<file path="src/rtl/axi_bellek_hakemi_pkg.sv">
// Shared definitions for the two-port AXI4-Lite memory arbiter:
// memory op codes, AXI response codes, port ids and sequencer states.
package axi_bellek_hakemi_pkg;

  localparam logic [2:0] MEM_LB = 3'd0;
  localparam logic [2:0] MEM_LH = 3'd1;
  localparam logic [2:0] MEM_LW = 3'd2;
  localparam logic [2:0] MEM_SB = 3'd4;
  localparam logic [2:0] MEM_SH = 3'd5;
  localparam logic [2:0] MEM_SW = 3'd6;

  localparam logic [1:0] AXI_RESP_OKAY = 2'b00;

  localparam logic PORT_LSU = 1'b0;
  localparam logic PORT_DMA = 1'b1;

  typedef enum logic [2:0] {
    ST_IDLE = 3'd0,
    ST_AR   = 3'd1,
    ST_R    = 3'd2,
    ST_WR   = 3'd3,
    ST_B    = 3'd4,
    ST_RSP  = 3'd5
  } state_t;

  function automatic logic op_is_store(input logic [2:0] op);
    return (op == MEM_SB) || (op == MEM_SH) || (op == MEM_SW);
  endfunction

endpackage

</file>
<file path="src/rtl/axi_bellek_hakemi_hizalayici.sv">
// axi_bayt_hizalayici: combinational byte-lane aligner. Builds store strobes and
// replicated write data, extracts right-aligned load data, and flags bad accesses.
module axi_bayt_hizalayici
  import axi_bellek_hakemi_pkg::*;
(
  input  logic [2:0]  op,
  input  logic [1:0]  addr_lo,
  input  logic [31:0] wdata,
  input  logic [31:0] rdata,
  output logic [3:0]  wstrb,
  output logic [31:0] wdata_aligned,
  output logic [31:0] rdata_aligned,
  output logic        access_err
);

  logic [31:0] rdata_shifted;

  assign rdata_shifted = rdata >> {addr_lo, 3'b000};

  // Unknown op codes are reported through the same error flag as misalignment
  always_comb begin
    wstrb         = 4'b0000;
    wdata_aligned = 32'h0;
    rdata_aligned = 32'h0;
    access_err    = 1'b0;
    case (op)
      MEM_LB: rdata_aligned = {24'h0, rdata_shifted[7:0]};
      MEM_LH: begin
        rdata_aligned = {16'h0, rdata_shifted[15:0]};
        access_err    = addr_lo[0];
      end
      MEM_LW: begin
        rdata_aligned = rdata_shifted;
        access_err    = (addr_lo != 2'b00);
      end
      MEM_SB: begin
        wstrb         = 4'b0001 << addr_lo;
        wdata_aligned = {4{wdata[7:0]}};
      end
      MEM_SH: begin
        wstrb         = 4'b0011 << addr_lo;
        wdata_aligned = {2{wdata[15:0]}};
        access_err    = addr_lo[0];
      end
      MEM_SW: begin
        wstrb         = 4'b1111;
        wdata_aligned = wdata;
        access_err    = (addr_lo != 2'b00);
      end
      default: access_err = 1'b1;
    endcase
  end

endmodule

</file>
<file path="src/rtl/axi_bellek_hakemi.sv">
// Two-port arbiter/sequencer sharing one AXI4-Lite master between the LSU and DMA side.
// Optional per-transaction timeout is enabled by defining AXI_TIMEOUT_EN.
module axi_bellek_hakemi
  import axi_bellek_hakemi_pkg::*;
#(
  parameter int PRIO_MODE   = 0,
  parameter int TIMEOUT_CYC = 256
) (
  input  logic        axi_aclk_i,
  input  logic        axi_aresetn_i,
  input  logic        req0_valid_i,
  output logic        req0_ready_o,
  input  logic [2:0]  req0_op_i,
  input  logic [31:0] req0_addr_i,
  input  logic [31:0] req0_wdata_i,
  input  logic        req1_valid_i,
  output logic        req1_ready_o,
  input  logic [2:0]  req1_op_i,
  input  logic [31:0] req1_addr_i,
  input  logic [31:0] req1_wdata_i,
  output logic        rsp0_valid_o,
  output logic [31:0] rsp0_rdata_o,
  output logic        rsp0_err_o,
  output logic        rsp1_valid_o,
  output logic [31:0] rsp1_rdata_o,
  output logic        rsp1_err_o,
  output logic [31:0] axi_araddr_o,
  output logic        axi_arvalid_o,
  input  logic        axi_arready_i,
  input  logic        axi_rvalid_i,
  output logic        axi_rready_o,
  input  logic [31:0] axi_rdata_i,
  input  logic [1:0]  axi_rresp_i,
  output logic [31:0] axi_awaddr_o,
  output logic        axi_awvalid_o,
  input  logic        axi_awready_i,
  output logic [31:0] axi_wdata_o,
  output logic [3:0]  axi_wstrb_o,
  output logic        axi_wvalid_o,
  input  logic        axi_wready_i,
  input  logic        axi_bvalid_i,
  output logic        axi_bready_o,
  input  logic [1:0]  axi_bresp_i
);

  state_t      state_q, state_d;
  logic        port_q, last_grant_q, grant_port, accept;
  logic [2:0]  op_q, grant_op;
  logic [31:0] addr_q, wdata_q, grant_addr, grant_wdata;
  logic        aw_done_q, w_done_q, wr_complete, timeout;
  logic [31:0] rsp_rdata_q;
  logic        rsp_err_q;
  logic [3:0]  al_wstrb;
  logic [31:0] al_wdata, al_rdata;
  logic        al_err;

  axi_bayt_hizalayici u_hizalayici (
    .op            (op_q),
    .addr_lo       (addr_q[1:0]),
    .wdata         (wdata_q),
    .rdata         (axi_rdata_i),
    .wstrb         (al_wstrb),
    .wdata_aligned (al_wdata),
    .rdata_aligned (al_rdata),
    .access_err    (al_err)
  );

  // Contention only matters when both ports ask at once
  always_comb begin
    if (req0_valid_i && req1_valid_i && (PRIO_MODE == 0))
      grant_port = ~last_grant_q;
    else
      grant_port = req0_valid_i ? PORT_LSU : PORT_DMA;
  end

  assign req0_ready_o = (state_q == ST_IDLE) && req0_valid_i && (grant_port == PORT_LSU);
  assign req1_ready_o = (state_q == ST_IDLE) && req1_valid_i && (grant_port == PORT_DMA);
  assign accept       = req0_ready_o || req1_ready_o;
  assign grant_op     = grant_port ? req1_op_i    : req0_op_i;
  assign grant_addr   = grant_port ? req1_addr_i  : req0_addr_i;
  assign grant_wdata  = grant_port ? req1_wdata_i : req0_wdata_i;

  // Bad accesses are caught from the latched command, so no valid is ever raised for them
  assign axi_arvalid_o = (state_q == ST_AR) && !al_err;
  assign axi_awvalid_o = (state_q == ST_WR) && !al_err && !aw_done_q;
  assign axi_wvalid_o  = (state_q == ST_WR) && !al_err && !w_done_q;
  assign axi_rready_o  = (state_q == ST_R);
  assign axi_bready_o  = (state_q == ST_B);
  assign axi_araddr_o  = {addr_q[31:2], 2'b00};
  assign axi_awaddr_o  = {addr_q[31:2], 2'b00};
  assign axi_wdata_o   = al_wdata;
  assign axi_wstrb_o   = al_wstrb;
  assign wr_complete   = (aw_done_q || axi_awready_i) && (w_done_q || axi_wready_i);

  assign rsp0_valid_o = (state_q == ST_RSP) && (port_q == PORT_LSU);
  assign rsp1_valid_o = (state_q == ST_RSP) && (port_q == PORT_DMA);
  assign rsp0_rdata_o = rsp0_valid_o ? rsp_rdata_q : 32'h0;
  assign rsp1_rdata_o = rsp1_valid_o ? rsp_rdata_q : 32'h0;
  assign rsp0_err_o   = rsp0_valid_o && rsp_err_q;
  assign rsp1_err_o   = rsp1_valid_o && rsp_err_q;

`ifdef AXI_TIMEOUT_EN
  logic [15:0] tmo_cnt_q;
  logic        in_bus_state;

  assign in_bus_state = (state_q == ST_AR) || (state_q == ST_R) ||
                        (state_q == ST_WR) || (state_q == ST_B);
  assign timeout      = in_bus_state && (tmo_cnt_q == 16'(TIMEOUT_CYC - 1));

  always_ff @(posedge axi_aclk_i) begin
    if (axi_aresetn_i)
      tmo_cnt_q <= 16'h0;
    else if (state_d != state_q)
      tmo_cnt_q <= 16'h0;
    else if (in_bus_state)
      tmo_cnt_q <= tmo_cnt_q + 16'h1;
  end
`else
  logic [31:0] unused_timeout_cfg;

  assign unused_timeout_cfg = TIMEOUT_CYC;
  assign timeout            = 1'b0;
`endif

  always_ff @(posedge axi_aclk_i) begin
    if (axi_aresetn_i)
      state_q <= ST_IDLE;
    else
      state_q <= state_d;
  end

  always_comb begin
    state_d = state_q;
    case (state_q)
      ST_IDLE: if (accept) state_d = op_is_store(grant_op) ? ST_WR : ST_AR;
      ST_AR: begin
        if (al_err)             state_d = ST_RSP;
        else if (axi_arready_i) state_d = ST_R;
        else if (timeout)       state_d = ST_RSP;
      end
      ST_R:    if (axi_rvalid_i || timeout) state_d = ST_RSP;
      ST_WR: begin
        if (al_err)           state_d = ST_RSP;
        else if (wr_complete) state_d = ST_B;
        else if (timeout)     state_d = ST_RSP;
      end
      ST_B:    if (axi_bvalid_i || timeout) state_d = ST_RSP;
      ST_RSP:  state_d = ST_IDLE;
      default: state_d = ST_IDLE;
    endcase
  end

  // Command capture at the handshake, then response data/error collection per phase
  always_ff @(posedge axi_aclk_i) begin
    if (axi_aresetn_i) begin
      port_q       <= PORT_LSU;
      last_grant_q <= PORT_DMA;
      op_q         <= 3'd0;
      addr_q       <= 32'h0;
      wdata_q      <= 32'h0;
      aw_done_q    <= 1'b0;
      w_done_q     <= 1'b0;
      rsp_rdata_q  <= 32'h0;
      rsp_err_q    <= 1'b0;
    end else begin
      case (state_q)
        ST_IDLE: if (accept) begin
          port_q       <= grant_port;
          last_grant_q <= grant_port;
          op_q         <= grant_op;
          addr_q       <= grant_addr;
          wdata_q      <= grant_wdata;
          aw_done_q    <= 1'b0;
          w_done_q     <= 1'b0;
          rsp_rdata_q  <= 32'h0;
          rsp_err_q    <= 1'b0;
        end
        ST_AR: if (al_err || (!axi_arready_i && timeout)) rsp_err_q <= 1'b1;
        ST_R: begin
          if (axi_rvalid_i) begin
            rsp_rdata_q <= al_rdata;
            rsp_err_q   <= (axi_rresp_i != AXI_RESP_OKAY);
          end else if (timeout) begin
            rsp_err_q <= 1'b1;
          end
        end
        ST_WR: begin
          if (axi_awvalid_o && axi_awready_i) aw_done_q <= 1'b1;
          if (axi_wvalid_o && axi_wready_i)   w_done_q  <= 1'b1;
          if (al_err || (!wr_complete && timeout)) rsp_err_q <= 1'b1;
        end
        ST_B: begin
          if (axi_bvalid_i)  rsp_err_q <= (axi_bresp_i != AXI_RESP_OKAY);
          else if (timeout)  rsp_err_q <= 1'b1;
        end
        default: ;
      endcase
    end
  end

endmodule

</file>
<file path="config.mk">
export PLATFORM = sky130hd
export DESIGN_NAME = axi_bellek_hakemi
export DESIGN_NICKNAME = d
export VERILOG_FILES = /design/src/rtl/axi_bellek_hakemi_pkg.sv /design/src/rtl/axi_bellek_hakemi_hizalayici.sv /design/src/rtl/axi_bellek_hakemi.sv
export SDC_FILE = /design/constraint.sdc
export NUM_CORES = 1
export LEC_CHECK = 0
export CORE_MARGIN = 8
export CORE_UTILIZATION = 37
export CTS_CLUSTER_SIZE = 20
export DETAILED_ROUTE_END_ITERATION = 10
export HOLD_SLACK_MARGIN = 0.05
export MAX_ROUTING_LAYER = met4
export PLACE_DENSITY = 0.78
export SYNTH_ARGS = -nofsm -noshare
export SYNTH_HDL_FRONTEND = slang
export SYNTH_HIERARCHICAL = 1
export SYNTH_SLANG_ARGS = --single-unit
export TNS_END_PERCENT = 30
</file>
<file path="constraint.sdc">
create_clock -name axi_aclk_i -period 2.12 [get_ports axi_aclk_i]
set_clock_uncertainty 0.2 [all_clocks]
set_input_delay 0.424 -clock axi_aclk_i [delete_from_list [all_inputs] [get_ports axi_aclk_i]]
set_output_delay 0.424 -clock axi_aclk_i [all_outputs]
set_load 0.05 [all_outputs]
</file>
# Yosys cells after proc, flatten, opt, wreduce, memory -nomap -nowiden
# Cells that the tools add are included.
# word_totals
register_bits	107
in_bits	179
output_inout_bits	175
wordCells	111
# classes
eq_ne	21
shifts	3
n_mux	32
n_bitwise	3
reduce_logical	42
# ops
op	n
$mux W32	6
$pmux W32 S3	2
$pmux W32 S2	1
$shr A32 B5 Y32	1
$eq A3 B3 Y1 const B	8
$mux W3	8
$logic_and A1 B1 Y1	16
$pmux W3 S5	1
$pmux W4 S3	1
$reduce_and A5 Y1	2
$reduce_bool A2 Y1	5
$eq A3 B2 Y1 const B	3
$reduce_and A3 Y1	3
$mux W1	8
$reduce_or A2 Y1	4
$eq A3 B1 Y1 const B	2
$logic_not A3 Y1	2
$ne A2 B1 Y1 const B	3
$ne A2 B2 Y1 const B	3
$ne A3 B3 Y1 const B	2
$logic_or A1 B1 Y1	5
$pmux W1 S2	2
$pmux W1 S4	1
$reduce_bool A4 Y1	1
7 further kinds	11

# Logic depth before layout (Yosys ltp)
# Gate-level depths: netlist (run 1).
# depth
depth_word	9
mapped_depth	10
mapped_depth_nobuf	8

# Hierarchy
# The synthesis (run 1) kept the hierarchy.
# by_module_without_submodules
module	n_inst	cells_per_inst	area_each_um2
axi_bellek_hakemi	1	652	5640.4
axi_bayt_hizalayici	1	202	1297.5

# Least setup slack after synthesis (run 1)
# OpenSTA, ideal clock, no wires.
# synth_path
path_kind	input -> output
startpoint	input req1_valid_i
endpoint	output req0_ready_o
arrival_time_ns	2.395
required_ns	1.496
path_slack_ns	-0.899
stages	6
cell_sequence	inv_1 o21ai_1 buf_4 buf_6 buf_6 nor4_1
# synth_via
elab_chain_cells	4
# synth_rtl
element	line	rtl
start: declaration	axi_bellek_hakemi.sv:16	input logic req1_valid_i,
$logic_and A1 B1 Y1	axi_bellek_hakemi.sv:70	if (req0_valid_i && req1_valid_i && (PRIO_MODE == 0))
$mux W1	axi_bellek_hakemi.sv:70	
$not A1 Y1	axi_bellek_hakemi.sv:76	assign req0_ready_o = (state_q == ST_IDLE) && req0_valid_i && (grant_port == PORT_LSU);
$logic_and A1 B1 Y1	axi_bellek_hakemi.sv:76	
end: declaration	axi_bellek_hakemi.sv:12	output logic req0_ready_o,
# No other way between the ends.

# Worst setup path after layout (run 1)
# layout_path
startpoint	register op_q[1]
endpoint	output axi_wdata_o[15]
# layout_via
elab_chain_cells	2
# layout_rtl
element	line	rtl
start: declaration	axi_bellek_hakemi.sv:48	logic [2:0] op_q, grant_op;
start signal: assignment	axi_bellek_hakemi.sv:170	op_q <= grant_op;
$eq A3 B3 Y1	axi_bellek_hakemi_hizalayici.sv:26	case (op)
$pmux W32 S3 (*)	axi_bellek_hakemi_hizalayici.sv:26	
end: declaration	axi_bellek_hakemi.sv:37	output logic [31:0] axi_wdata_o,
# Every way passes the cells marked *; elsewhere a longest branch is shown, timed or not.

==> impl_metrics.tcl, run 1 <==
set metrics [dict create \
    status "complete, but fails checks" \
    violations "negative setup slack" \
    grt_util_met2 0.411 \
    reg2reg_slack_ns 0.11 \
    track_usage 0.235 \
    grt_pass1_vias 7452 \
    dieArea_mm2 0.0234 \
    clock_latency_ns 0.35 \
    cts.root.buffer_cell "clkbuf_16" \
    ys_warn_count 6 \
    fp-row-count 50 \
    final_max_slew_viol_count 0 \
    finalNonFillerCells 1392 \
    coreArea_mm2 0.0186 \
    worstSetupPathType "flop to primary output" \
    synth-compound-area-share 0.208 \
    worstPathRequired_ns 1.50 \
    critical-path-slowest-cell "dfxtp_4" \
    synth.avg_cell_area_um2 8.12 \
    drt_iter0_drc 495 \
    grt_start_max_net_pins 65 \
    layout-drive-gt1-share 0.366 \
    ys_seq_area_frac 0.309 \
    crit_chain "clkbuf_16 -> nor2b_4 -> buf_8 -> nand2_4 -> a21boi_4 -> buf_12" \
    grt_antenna_before_repair 0 \
    vias_per_cell 5.26 \
    dp_hpwl_um 21000 \
    wl_per_cell_um 20.6 \
    busiest_layer "met2" \
    p_leak_nw 5.14 \
    max_freq_mhz 431 \
    ios 354 \
    post-route-min-period_ns 2.32 \
    ctsHoldBuffers 0 \
    diodes 0 \
    critPathMaxFanout 6 \
    setup_slack_ns -0.200 \
    cp-end-kind "primary output" \
    synth_xor_xnor_area_share 0 \
    setup_viol 107 \
    synth-seq-cells 107 \
    clockBufferDepth 2 \
    grt_pass1_wl_um 42300 \
    grt_overflow 0 \
    cap_violations 0 \
    vias 7317 \
    rsz0062_at_grt "true" \
    area_delta_synth_final_pct 81.7 \
    final_hold_viol_count 0 \
    clk_pin_slew_worst_paths_ns 0.07 \
    drt_first_pass_iters 5 \
    cts_buffers 9 \
    port_buffers 349 \
    cp-start-kind "flop" \
    tritoncts "built" \
    peakVddDrop_mv 0.853 \
    synth_area_mm2 0.00694 \
    synth_top_family_by_area "simple AND/OR/NAND/NOR gates" \
    nets 1334 \
    cts.htree.levels 3 \
    crit_arrival_ns 1.70 \
    placed_cells_incl_taps 1358 \
    whs_path_depth 2 \
    initial_core_util 0.373 \
    die_x_um 153 \
    clock-sinks 107 \
    use_met1 0.248 \
    post-route-period-util 1.09 \
    fp.dieH_um 153 \
    synthAdderAreaFrac 0 \
    route.detailed.drc 0 \
    yosys.area_share.simple 0.230 \
    finalPower_mw 14.2 \
    ys_types 44 \
    syn_inst 854 \
    antenna_left 0 \
    synthMuxAreaShare 0.123 \
    max_stage_delay_ns 0.39 \
    grtUsageMet3 0.0668 \
    power_density_mw_per_mm2 1130 \
    hp-class "input port to flop" \
    globalplace.congestion 0.864 \
    drt-total-wl_um 28700 \
    reg2reg_depth 6 \
]
[layout by cell type (no fill, tap or decap), drive strengths merged]
cell	instances
a2111oi	2
a211o	1
a211oi	83
a21boi	26
a21o	17
a21oi	37
a221oi	2
a22oi	2
a2bb2oi	8
and2	82
and3	2
buf	244
bufinv	1
clkbuf	16
clkdlybuf4s50	175
clkinv	2
conb	4
dfxtp	107
dlygate4sd2	2
inv	6
mux2i	85
nand2	73
nand2b	11
nand3	33
nor2	102
nor2b	15
nor3	4
nor3b	1
nor4	1
o21a	5
o21ai	3
o21bai	1
o221ai	1
o22a	1
o22ai	1
o31ai	1
or4b	1
[cells in the mapped netlist (all sizes together)]
cell type	number	area (um2)
nor3	4	36.3
o21bai	1	11.3
a21o	17	129
and2	82	513
o22a	1	8.76
a22oi	2	15.0
conb	1	3.75
nor2b	15	93.8
a211oi	83	668
a221oi	2	30.0
inv	5	18.8
mux2i	85	851
nor2	102	399
a21boi	26	195
nor3b	1	12.5
o31ai	1	12.5
a211o	1	8.76
dfxtp	107	2140
clkbuf	37	139
nand3	33	165
buf	103	744
nor4	1	6.26
a21oi	37	185
o21ai	3	15.0
o21a	5	37.5
and3	2	12.5
o221ai	1	8.76
a2111oi	2	42.5
nand2b	11	68.8
nand2	73	274
o22ai	1	6.26
or4b	1	13.8
a2bb2oi	8	70.1
[repair_timing]
item / in CTS / in global routing
setup buffers: 9 / 2
gates cloned: 5 / 6
setup endpoints to repair: 110 / 113
pin swaps: 49 / 21
resized for setup: 140 / 48
[cells by family after synthesis]
family,Yosys count
and+or+nand+nor,325
AOI/OAI and AO/OA,191
buffers and inverters,145
DFF,107
muxes,85
other,1
[path summary, 6_finish.rpt]
path              startpoint              end
min            axi_aresetn_i       addr_q[28]
max reg2reg          op_q[0]  rsp_rdata_q[31]
max                  op_q[1]  axi_wdata_o[15]
min reg2reg  rsp_rdata_q[22]  rsp_rdata_q[22]
[critical path: cells and delay by family (launching register included)]
kind	cells	cell delay, ns
AND/OR/NAND/NOR	2	0.25
flip-flops	1	0.39
AO/OA/AOI/OAI	1	0.19
buffers and inverters	3	0.50
[flip-flops by register name (all words and copies together) (netlist names), 3 cells and up]
register and flops:
addr_q 32, rsp_rdata_q 32, state_q 3, wdata_q 32
op_q 3
[cell type report]
type	instances	area (um2)
inverter	5	18.8
clock inverter	4	52.6
fill	1381	5970
timing repair buffer	427	5310
tap	234	293
multi-input combinational	605	4560
clock buffer	10	229
sequential	107	2150
[stage by stage]
step | TNS, ns | area (um2) | hold WS [ns] | worst slack [ns] | util
2_1_floorplan | -5.18 | 7100 | 0.236 | -0.201 | -
3_3_place_gp | -14.62 | 11300 | 0.247 | -0.202 | 0.609
3_5_place_dp | -18.73 | 11300 | 0.255 | -0.276 | 0.609
4_1_cts | -12.54 | 12300 | 0.115 | -0.215 | 0.661
5_1_grt | -17.49 | 12600 | 0.119 | -0.267 | 0.679
6_report | -10.65 | 12600 | 0.129 | -0.200 | 0.679
[power by group]
group | switching [mW] | internal (mW) | leakage (nW)
logic | 5.48 | 3.78 | 4.12
clock network | 0.790 | 0.910 | 0.139
registers | 0.630 | 2.60 | 0.882
total | 6.90 | 7.30 | 5.14
[layer usage]
metal | share of wire | vias up
met1 | 0.39 | 3486
met4 | 0.028 | 0
li1 | - | 3479
met5 | 0 | -
met3 | 0.067 | 52
met2 | 0.52 | 300
Note: power is estimated with default switching activity, not from simulation.
==> inputs of run 2 (changes only) <==
- CORE_UTILIZATION: 37 -> 44
- GPL_TIMING_DRIVEN: default -> 0
- PLACE_DENSITY: 0.78 -> 0.87
- SLEW_MARGIN: default -> 20
- clock period: 2.12 -> 2.7 ns (I/O delays scaled with it)
==> run 2 against run 1 <==
Net effect:
- combinational power down 26%
- register-to-register slack better by 0.41 ns
- via count increased by 3.3%
- worst hold slack better by 0.13 ns
- largest cell class unchanged
- die area is 14% lower
- core utilization increased by 1.2 points
- cell count up 3.7%
- sequential cell count unchanged
- clock power is 21% lower
- clock-buffer cell count is 3 higher
- the flow still finishes with violations (negative setup slack)
==> impl_metrics.tcl, run 2 (synthesis results as in run 1) <==
set metrics [dict create \
    grt_pass1_wl_um 42500 \
    coreArea_mm2 0.0157 \
    post-route-min-period_ns 2.71 \
    setup_tns_ns -0.0107 \
    grt_start_max_net_pins 16 \
    route.detailed.drc 0 \
    area_delta_synth_final_pct 55.8 \
    layout-drive-gt1-share 0.228 \
    worstPathRequired_ns 1.96 \
    final_max_slew_viol_count 0 \
    drt_first_pass_iters 5 \
    tritoncts "built" \
    cts_buffers 9 \
    crit_arrival_ns 1.97 \
    critPathMaxFanout 10 \
    cts.root.buffer_cell "clkbuf_16" \
    critical-path-slowest-cell "clkbuf_1" \
    final_common_cell "clkdlybuf4s50_1" \
    final_cell_mix "235 x clkdlybuf4s50_1, 103 x dfxtp_1, 97 x nor2_1, 85 x mux2i_1, 84 x buf_4" \
    track_usage 0.279 \
    p_leak_nw 4.64 \
    clk_pin_slew_worst_paths_ns 0.07 \
    finalNonFillerCells 1444 \
    violations "negative setup slack" \
    pre_cts_slack_ns -0.900 \
    p_sw_mw 5.21 \
    pwr-share-seq 0.231 \
    nFillCells 1307 \
    cp-start-kind "flop" \
    clock_latency_ns 0.34 \
    max_freq_mhz 369 \
    drt_iter0_drc 617 \
    wl_per_cell_um 19.5 \
    diodes 0 \
    reg_top3 "addr_q: 32 flops, rsp_rdata_q: 32 flops, wdata_q: 32 flops" \
    dp_hpwl_um 22400 \
    combPwrFrac 0.644 \
    multi_input_area_mm2 0.00397 \
    nets 1403 \
    peakVddDrop_mv 0.735 \
    internal_power_mw 5.47 \
    die_x_um 142 \
    tightest_slew_ns 0.648 \
    setup_slack_ns -0.0107 \
    cap_violations 0 \
    hp-class "flop to flop" \
    ctsHoldBuffers 0 \
    port_buffers 348 \
    grt_antenna_before_repair 0 \
    max_stage_delay_ns 0.46 \
    vias 7561 \
    final_cell_area_mm2 0.0108 \
    post-route-period-util 1.00 \
    status "complete, but fails checks" \
    clock-sinks 107 \
    max-slew-margin-rel 0.568 \
    fp.dieH_um 142 \
    ios 354 \
    grt_pass1_vias 7591 \
    p_clk_frac 0.125 \
    placed_cells_incl_taps 1421 \
    final_hold_viol_count 0 \
    rsz0062_at_grt "true" \
    p_sw_frac 0.488 \
    fin_hold_ws_ns 0.263 \
    worstSetupPathType "flop to primary output" \
    vias_per_cell 5.24 \
    power_density_mw_per_mm2 988 \
    clockBufferDepth 2 \
    fin_util 0.691 \
    finalPower_mw 10.7 \
    antenna_left 0 \
    fp-row-count 46 \
    ff_latch_area_mm2 0.00215 \
    dieArea_mm2 0.0200 \
    crit_chain "buf_6 -> clkbuf_1 -> clkbuf_2 -> nor2_1 -> buf_2" \
    grt_overflow 0 \
    initial_core_util 0.443 \
    drt-total-wl_um 28100 \
    globalplace.congestion 0.950 \
    setup_viol 1 \
    cts.htree.levels 3 \
    cp-end-kind "primary output" \
    dpl_cell_area_mm2 0.0107 \
]
==> run 2: cell types whose count changed in the layout (fill, tap and decap cells not counted), sizes merged, moves of 12 or more <==
cell | previous run | this run
buf | 244 | 179
clkdlybuf4s15 | 0 | 12
clkbuf | 16 | 80
clkdlybuf4s50 | 175 | 235
==> run 2: cell type report <==
| type | count | share of cell area |
|---|---|---|
| clock inverter | 2 | 0.00324 |
| timing repair buffer | 359 | 0.294 |
| inverter | 5 | 0.00174 |
| sequential | 107 | 0.199 |
| tap | 216 | 0.0250 |
| clock buffer | 13 | 0.0241 |
| buffer | 137 | 0.0860 |
| multi-input combinational | 605 | 0.367 |
==> run 2: timing repair <==
item                       4_1_cts  5_1_grt
gates resized for setup        509      115
gates cloned                     1        0
pin swaps                        3        4
setup buffers                    8        2
setup endpoints to repair      111      103
==> run 2: final timing paths <==
check / from / end / slack [ns] / cells past startpoint
max: state_q[1] / axi_arvalid_o / -0.01 / 5
min: rsp_rdata_q[29] / rsp_rdata_q[29] / 0.26 / 2
max reg2reg: addr_q[0] / state_q[1] / 0.52 / 10
min reg2reg: rsp_rdata_q[29] / rsp_rdata_q[29] / 0.26 / 2
==> run 2: worst max-delay path: cells and delay by family, from the launching register on <==
kind          cells  cell delay [ns]
simple gates      1             0.10
flops             1             0.33
buf+inv           4             1.19
==> run 2: power by group through the flow <==
stage / clock (mW) / sequential [mW] / combinational, mW
final: 1.34 / 2.46 / 6.88
after global placement: 0 / 2.45 / 6.66
after detailed placement: 0 / 2.47 / 6.74
after floorplan: 0 / 2.30 / 4.81
after global routing: 1.42 / 2.51 / 7.25
after CTS: 1.35 / 2.45 / 6.86
==> run 2: per-layer routing <==
layer,wire length (um),vias to the layer above,track usage,part of all wire
li1,-,3615,-,-
met1,10900,3511,0.303,0.39
met2,14200,383,0.492,0.50
met3,2330,52,0.0759,0.083
met4,709,0,0.0780,0.025
met5,0,-,-,0
